==> config.mk <==
export PLATFORM = sky130hd
export DESIGN_NAME = alu_result_serializer
export DESIGN_NICKNAME = d
export VERILOG_FILES = /design/src/rtl/alu_result_serializer.sv
export SDC_FILE = /design/constraint.sdc
export NUM_CORES = 1
export LEC_CHECK = 0
export ABC_AREA = 1
export BUFFER_PORTS_ARGS = -buffer_cell sky130_fd_sc_hd__buf_2
export CORE_UTILIZATION = 53
export DETAILED_ROUTE_END_ITERATION = 8
export GPL_ROUTABILITY_DRIVEN = 0
export PLACE_DENSITY = 0.77
export SLEW_MARGIN = 25
export SYNTH_ARGS = -nofsm -noshare
export SYNTH_HDL_FRONTEND = slang
export SYNTH_SLANG_ARGS = --single-unit
==> constraint.sdc <==
create_clock -name CLK -period 4 [get_ports CLK]
set_clock_uncertainty 0.1 [all_clocks]
set_input_delay 0.2 -clock CLK [delete_from_list [all_inputs] [get_ports CLK]]
set_output_delay 0.2 -clock CLK [all_outputs]
set_load 0.01 [all_outputs]
==> src/rtl/alu_result_serializer.sv <==
// Splits each ALU result into bytes (LSB first) and hands them to the UART TX over a valid/busy handshake.
// Optional trailing XOR checksum byte when SER_CHECKSUM_EN is defined.
module alu_result_serializer #(
  parameter int IN_WIDTH = 16
) (
  input  logic                CLK,
  input  logic                RST,
  input  logic [IN_WIDTH-1:0] ALU_OUT,
  input  logic                OUT_VALID,
  input  logic                TX_BUSY,
  output logic [7:0]          TX_P_DATA,
  output logic                TX_D_VLD,
  output logic                SER_BUSY,
  output logic                OVERRUN,
  output logic [2:0]          dbg_state
);

  localparam int NBYTES = IN_WIDTH / 8;
  localparam int CW     = $clog2(NBYTES + 1);
  localparam logic [CW-1:0] LAST_IDX = CW'(NBYTES - 1);

  // Handshake: a byte is transferred on the rising edge where TX_D_VLD=1 and
  // TX_BUSY=1; TX_D_VLD drops on that edge and TX_P_DATA is stable while valid.
  typedef enum logic [2:0] {
    IDLE      = 3'd0,
    SEND      = 3'd1,
    WAIT_DONE = 3'd2,
    CHK_SEND  = 3'd3,
    CHK_WAIT  = 3'd4
  } state_t;

  state_t              state_q, state_d;
  logic [IN_WIDTH-1:0] shadow_q, shadow_d;
  logic                full_q, full_d;
  logic [IN_WIDTH-1:0] work_q, work_d;
  logic [IN_WIDTH-1:0] nxt_work;
  logic [CW-1:0]       cnt_q, cnt_d;
  logic [7:0]          tx_data_q, tx_data_d;
  logic                tx_vld_q, tx_vld_d;
  logic                ovr_q, ovr_d;
  logic                drain;
`ifdef SER_CHECKSUM_EN
  logic [7:0]          chk_q, chk_d;
`endif

  assign drain    = (state_q == IDLE) && full_q;
  assign nxt_work = work_q >> 8;

  always_ff @(posedge CLK or negedge RST) begin
    if (!RST) state_q <= IDLE;
    else      state_q <= state_d;
  end

  always_comb begin
    state_d = state_q;
    case (state_q)
      IDLE:      if (full_q) state_d = SEND;
      SEND:      if (TX_BUSY) state_d = WAIT_DONE;
      WAIT_DONE: begin
        if (!TX_BUSY) begin
          if (cnt_q < LAST_IDX) state_d = SEND;
`ifdef SER_CHECKSUM_EN
          else                  state_d = CHK_SEND;
`else
          else                  state_d = IDLE;
`endif
        end
      end
`ifdef SER_CHECKSUM_EN
      CHK_SEND:  if (TX_BUSY) state_d = CHK_WAIT;
      CHK_WAIT:  if (!TX_BUSY) state_d = IDLE;
`endif
      default:   state_d = IDLE;
    endcase
  end

  always_comb begin
    shadow_d  = shadow_q;
    full_d    = full_q;
    work_d    = work_q;
    cnt_d     = cnt_q;
    tx_data_d = tx_data_q;
    tx_vld_d  = tx_vld_q;
    ovr_d     = 1'b0;
`ifdef SER_CHECKSUM_EN
    chk_d     = chk_q;
`endif

    // A draining shadow frees its slot on the same edge it is read.
    if (drain) full_d = 1'b0;
    if (OUT_VALID) begin
      if (!full_q || drain) begin
        shadow_d = ALU_OUT;
        full_d   = 1'b1;
      end else begin
        ovr_d = 1'b1;
      end
    end

    case (state_q)
      IDLE: begin
        if (full_q) begin
          work_d    = shadow_q;
          cnt_d     = '0;
          tx_data_d = shadow_q[7:0];
          tx_vld_d  = 1'b1;
`ifdef SER_CHECKSUM_EN
          chk_d     = shadow_q[7:0];
`endif
        end
      end
      SEND: if (TX_BUSY) tx_vld_d = 1'b0;
      WAIT_DONE: begin
        if (!TX_BUSY) begin
          if (cnt_q < LAST_IDX) begin
            cnt_d     = cnt_q + 1'b1;
            work_d    = nxt_work;
            tx_data_d = nxt_work[7:0];
            tx_vld_d  = 1'b1;
`ifdef SER_CHECKSUM_EN
            chk_d     = chk_q ^ nxt_work[7:0];
`endif
          end else begin
`ifdef SER_CHECKSUM_EN
            tx_data_d = chk_q;
            tx_vld_d  = 1'b1;
`endif
          end
        end
      end
`ifdef SER_CHECKSUM_EN
      CHK_SEND: if (TX_BUSY) tx_vld_d = 1'b0;
`endif
      default: ;
    endcase
  end

  always_ff @(posedge CLK or negedge RST) begin
    if (!RST) begin
      shadow_q  <= '0;
      full_q    <= 1'b0;
      work_q    <= '0;
      cnt_q     <= '0;
      tx_data_q <= 8'h00;
      tx_vld_q  <= 1'b0;
      ovr_q     <= 1'b0;
`ifdef SER_CHECKSUM_EN
      chk_q     <= 8'h00;
`endif
    end else begin
      shadow_q  <= shadow_d;
      full_q    <= full_d;
      work_q    <= work_d;
      cnt_q     <= cnt_d;
      tx_data_q <= tx_data_d;
      tx_vld_q  <= tx_vld_d;
      ovr_q     <= ovr_d;
`ifdef SER_CHECKSUM_EN
      chk_q     <= chk_d;
`endif
    end
  end

  assign TX_P_DATA = tx_data_q;
  assign TX_D_VLD  = tx_vld_q;
  assign OVERRUN   = ovr_q;
  assign SER_BUSY  = (state_q != IDLE) || full_q;
  assign dbg_state = state_q;

endmodule

# ---- Word level (Yosys, flattened, before mapping)
# Index checks and enable logic that the tools add are counted.
dict set report op_classes {
  order_cmp 1
  n_eq_ne 6
  n_reduce_logical 12
  div 0
  mux 27
  n_mul 0
  n_addsub 1
  n_bitwise 0
  shifts 0
}
# cell count
set ops {}
lappend ops {{$mux 16} 3}
lappend ops {{$pmux 16 s2} 1}
lappend ops {{$mux 8} 3}
lappend ops {{$pmux 8 s2} 1}
lappend ops {{$mux 1} 10}
lappend ops {{$mux 3} 3}
lappend ops {{$pmux 3 s3} 1}
lappend ops {{$ne 2x2->1 const B} 4}
lappend ops {{$mux 2} 3}
lappend ops {{$reduce_bool 3->1} 2}
lappend ops {{$reduce_and 5->1} 1}
lappend ops {{$pmux 2 s2} 1}
lappend ops {{$reduce_and 4->1} 1}
lappend ops {{$eq 3x1->1 const B} 1}
lappend ops {{$eq 3x2->1 const B} 1}
lappend ops {{$logic_not 3->1} 1}
lappend ops {{$pmux 1 s3} 1}
lappend ops {{$reduce_and 3->1} 1}
lappend ops {{$add 2x1->2 const B} 1}
lappend ops {{$logic_or 1x1->1} 2}
lappend ops {{$lt 2x1->1 const B} 1}
lappend ops {{$reduce_and 2->1} 1}
lappend ops {{$reduce_bool 2->1} 1}
lappend ops {{$logic_and 1x1->1} 1}
lappend ops {{$logic_not 1->1} 1}
dict set report totals {
  output_inout_bits 14
  reg_bits 48
  word_cells 55
  latch_bits 0
  mem_bits_rw 0
  inputBits 20
  n_memories 0
  mem_bits_ro 0
}

# ---- Longest topological paths before layout
dict set report depth {
  ltp_word 5
  depth_mapped 8
  mapped_depth_nobuf 7
}

# ---- Worst setup path before layout
# No wires, ideal clock.
dict set report synth_path {
  path_type {flip-flop to flip-flop}
  from {register cnt_q[0]}
  to {register cnt_q[1]}
  stages_incl_launch_ff 8
  t_arrival_ns 1.132
  n_path_buf 1
  period_less_slack_ns 1.348
  required_ns 3.784
  setup_time_ns 0.116
  slack_ns 2.652
  path_cell_list {dfrtp_1 -> inv_1 -> ha_1 -> o21ai_2 -> nor2_8 -> buf_12 -> nand2_2 -> nand2_1}
}
dict set report synth_via {
  elab_chain_len 4
  word_cells_on_any_way 7
  cone_classes {add/sub (1); order compare (1); eq/ne (1); mux (3); reduce/logical (1)}
}
# element line_no
set synth_lines {}
lappend synth_lines {{from (decl)} 37} ;# logic [CW-1:0] cnt_q, cnt_d;
lappend synth_lines {{from (signal assigned)} 154} ;# cnt_q <= cnt_d;
lappend synth_lines {{$add 2x1->2} 116} ;# cnt_d = cnt_q + 1'b1;
lappend synth_lines {{$mux 2} 115} ;# if (cnt_q < LAST_IDX) begin
lappend synth_lines {{$mux 2} 114} ;# if (!TX_BUSY) begin
lappend synth_lines {{$pmux 2 s2} 100} ;# case (state_q)
# Several ways; a longest one is shown, not always the timed one. The select of a mux whose other input is x is not followed.
# A chain may end at the register's enable or synchronous reset.

# ---- Worst setup path in the final report
dict set report layout_path {
  from {register cnt_q[0]}
  to {register work_q[12]}
}
dict set report layout_via {
  elab_chain_len 3
}
# element line_no
set layout_lines {}
lappend layout_lines {{$lt 2x1->1} 115}
lappend layout_lines {{$ne 2x2->1 (no source line)} --}
lappend layout_lines {{$reduce_and 4->1 (no source line)} --}
lappend layout_lines {{to (signal assigned)} 153} ;# work_q <= work_d;
lappend layout_lines {{to (decl)} 35} ;# logic [IN_WIDTH-1:0] work_q, work_d;
# No other way between the ends.

==> results by group <==
Drt
  • Drt via density: roughly 4.6
  • WL/cell: 10.52 µm
  • Via count: roughly 1,500
  • Initial drt markers: 35
  • # DRC: 0
  • TritonRoute pass-1 iters: 4
  • Final wirelength: approximately 3300 µm
  • ANT nets after route: 0

Clock tree
  • Hold-fix buffers, CTS: 17
  • Resize count post-CTS: 0
  • Post-CTS Setup Bufs: 0
  • Maximum clock insertion buffer count: 2
  • CTS tree: yes
  • Reg clk slew, reported paths: approximately 110 ps
  • Num CTS Buffers: 5
  • Clk root buf: clkbuf_4
  • Sink Count: 39
  • Worst-skew pair later-pin latency: approximately 340 ps
  • Htree depth: 2

Die
  • Site Rows: 21
  • Horiz. Die Dim: approximately 60 µm
  • Die Y: a little over 60 µm
  • Core area: 0.003363 mm²
  • Die area: 0.003790 mm²
  • Starting density of the core: a little under three fifths
  • I/O pin count: 34

Timing
  • Worst Max-Slew Pin Slew: 805.6 ps
  • Slew Limit Fails: 0
  • Final setup fails: 0
  • RSZ-0062 raised after global routing: false
  • Final Cycle Share: 45.50%
  • WHS: approximately 21 ps
  • Final hold viol count: 0
  • Fmax: between 500 and 600 MHz
  • Tmin final: between 1500 and 2000 ps
  • Total negative slack: 0 ps
  • Slew margin rel.: around 46%

Place
  • Number of buffers added on ports: 32
  • Post-DP HPWL: roughly 2100 µm

Critical path
  • WP buf/inv: 1
  • CP most frequent cell: nand2_1
  • Critical path's top delay family: simple AND/OR/NAND/NOR gates
  • Worst Setup Start Kind: register
  • Worst path required time: approximately 4100 ps
  • Worst-path cell chain: inv_1 -> ha_1 -> nand2_1 -> nand2_1 -> nand3_1 -> nand2_1 -> nand2_1
  • Crit path arrival time: a little under 2000 ps
  • CP peak stage delay: around 500 ps
  • Setup CP Type: register to register
  • Crit. End Element: register
  • Critical path fanouts, max: 20
  • Crit-path slowest cell: nand3_1

Synthesis
  • Synthesized area per cell: between 8 and 9 µm²
  • Yosys warnings: 0
  • Area share of fa/ha/maj cells after synthesis: 0.6653%
  • Proportion of synthesized area in mux cells: 0%
  • Register area share after synthesis: ~52%
  • Simple-gate share of the synthesized area: around 36%
  • Main combinational cell family by area after synthesis: simple AND/OR/NAND/NOR gates
  • XOR/XNOR Fraction of Synth Area: 0%
  • Yosys top cell by area: dfrtp_1
  • Synthesized area: about 0.0019 mm²
  • Yosys cell types: 19
  • Largest cells by area after synthesis: dfrtp_1, nand2_1, nand3_1
  • Syn nets: between 200 and 300
  • Synth Area in Compound Gates: about 1.3%
  • Synth Instances: 231
  • Synthesis-stage register bit count: 39
  • Synth top area share: between 50% and 60%

Run status
  • Outcome: finished clean

Final layout
  • Area delta synth->final: 17.56%
  • Layout Nets: approximately 290
  • Diode count: 0
  • Share of cells above drive strength 1: 22.51%

Global routing
  • Total GRT Usage: a little over a fifth
  • Gr ovfl total: 0
  • Initial antenna violation count: 0
  • Vias in the first global route: ~1,400
  • Largest net degree at the start of global routing: 40
  • First-pass GRT wire length: between 5000 and 6000 µm

Pwr
  • Pleak: between 1 and 1.5 nW
  • Power Dens Cells: about 700 mW/mm²
  • Worst IR Drop VDD: between 0.0003 and 0.0004 V

Flow run
  • Max_cap viols: 0

Min path
  • Hold Path Class: input pin to register
==> synth_stat cells, drive strengths merged <==
library cell,count
nand2,120
nand3,18
dfrtp,39
o21ai,4
nor2,14
conb,1
buf,17
inv,17
ha,1
==> registers in the layout, indices dropped and copies added, names as in the netlist <==
register	flops
work_q	16
cnt_q	2
TX_D_VLD	1
shadow_q	16
OVERRUN	1
full_q	1
dbg_state	2
==> final cells by class <==
cell class | count | area (µm²)
clock buffers | 8 | 68.82
multi-input cells | 158 | 714.4
repair buffers | 49 | 330.3
inverters | 17 | 63.81
fillers | 292 | 1152
well taps | 46 | 57.56
flip-flops and latches | 39 | 975.9
==> layout by cell type, fill, tap and decap left out, drive strengths merged <==
cell         synthesis  layout
clkbuf               0       8
ha                   1       1
nand3               18      18
dfrtp               39      39
nor2                14      14
o21ai                4       4
dlygate4sd3          0      17
conb                 1       1
nand2              120     120
buf                 17      32
inv                 17      17
==> cell families (layout without fill, tap and decap cells) <==
logic type,Yosys count,in the layout
AOI/OAI and AO/OA,4,4
adders and majority gates,1,1
and+or+nand+nor,152,152
buffers and inverters,34,74
other,1,1
DFF,39,39
==> worst paths after layout <==
| kind | start | endpoint | slack (ps) | depth (start not counted) |
|---|---|---|---|---|
| hold reg to reg | shadow_q[11]$_DFFE_PN0P_ | shadow_q[11]$_DFFE_PN0P_ | 380 | 2 |
| setup / recovery | cnt_q[0]$_DFFE_PN0P_ | work_q[12]$_DFFE_PN0P_ | 2180 | 7 |
| hold / removal | ALU_OUT[0] | shadow_q[0]$_DFFE_PN0P_ | 20 | 3 |
| max in group asynchronous | RST | work_q[11]$_DFFE_PN0P_ | 2910 | 2 |
| min in group asynchronous | RST | TX_D_VLD$_DFFE_PN0P_ | 380 | 2 |
| setup reg to reg | cnt_q[0]$_DFFE_PN0P_ | work_q[12]$_DFFE_PN0P_ | 2180 | 7 |
==> power breakdown <==
group          total, mW  internal, mW  switching [mW]
Combinational      0.669         0.229           0.440
Clock              0.225         0.103           0.122
Sequential         0.647         0.554          0.0931
==> worst reg2reg max path: cells and delay by family (launching register included) <==
family,cells,cell delay [ps]
adder cells (fa/ha/maj),1,170
AND/OR/NAND/NOR,5,970
flip-flops,1,410
buffers and inverters,1,60
==> per-layer routing <==
| metal | routed length, µm | global-route usage (%) |
|---|---|---|
| met1 | 1631 | 29.73 |
| met2 | 1529 | 33.64 |
| met3 | 121 | 3.782 |
| met4 | 54 | 8.571 |
| met5 | 0 | 0 |
==> through the flow <==
| step | instance area [µm²] | std cells | worst slack [ps] | utilization (%) | power [mW] |
|---|---|---|---|---|---|
| after global placement | 1972 | 292 | 2305 | 58.63 | 1.290 |
| after detailed placement | 1972 | 292 | 2218 | 58.63 | 1.311 |
| after global routing | 2211 | 317 | 2011 | 65.74 | 1.698 |
| after floorplan | 1881 | 231 | 2652 | - | 1.228 |
| final | 2211 | 317 | 2180 | 65.74 | 1.541 |
| after CTS | 2211 | 317 | 2194 | 65.74 | 1.548 |
Power figures use the tool's default switching activity.
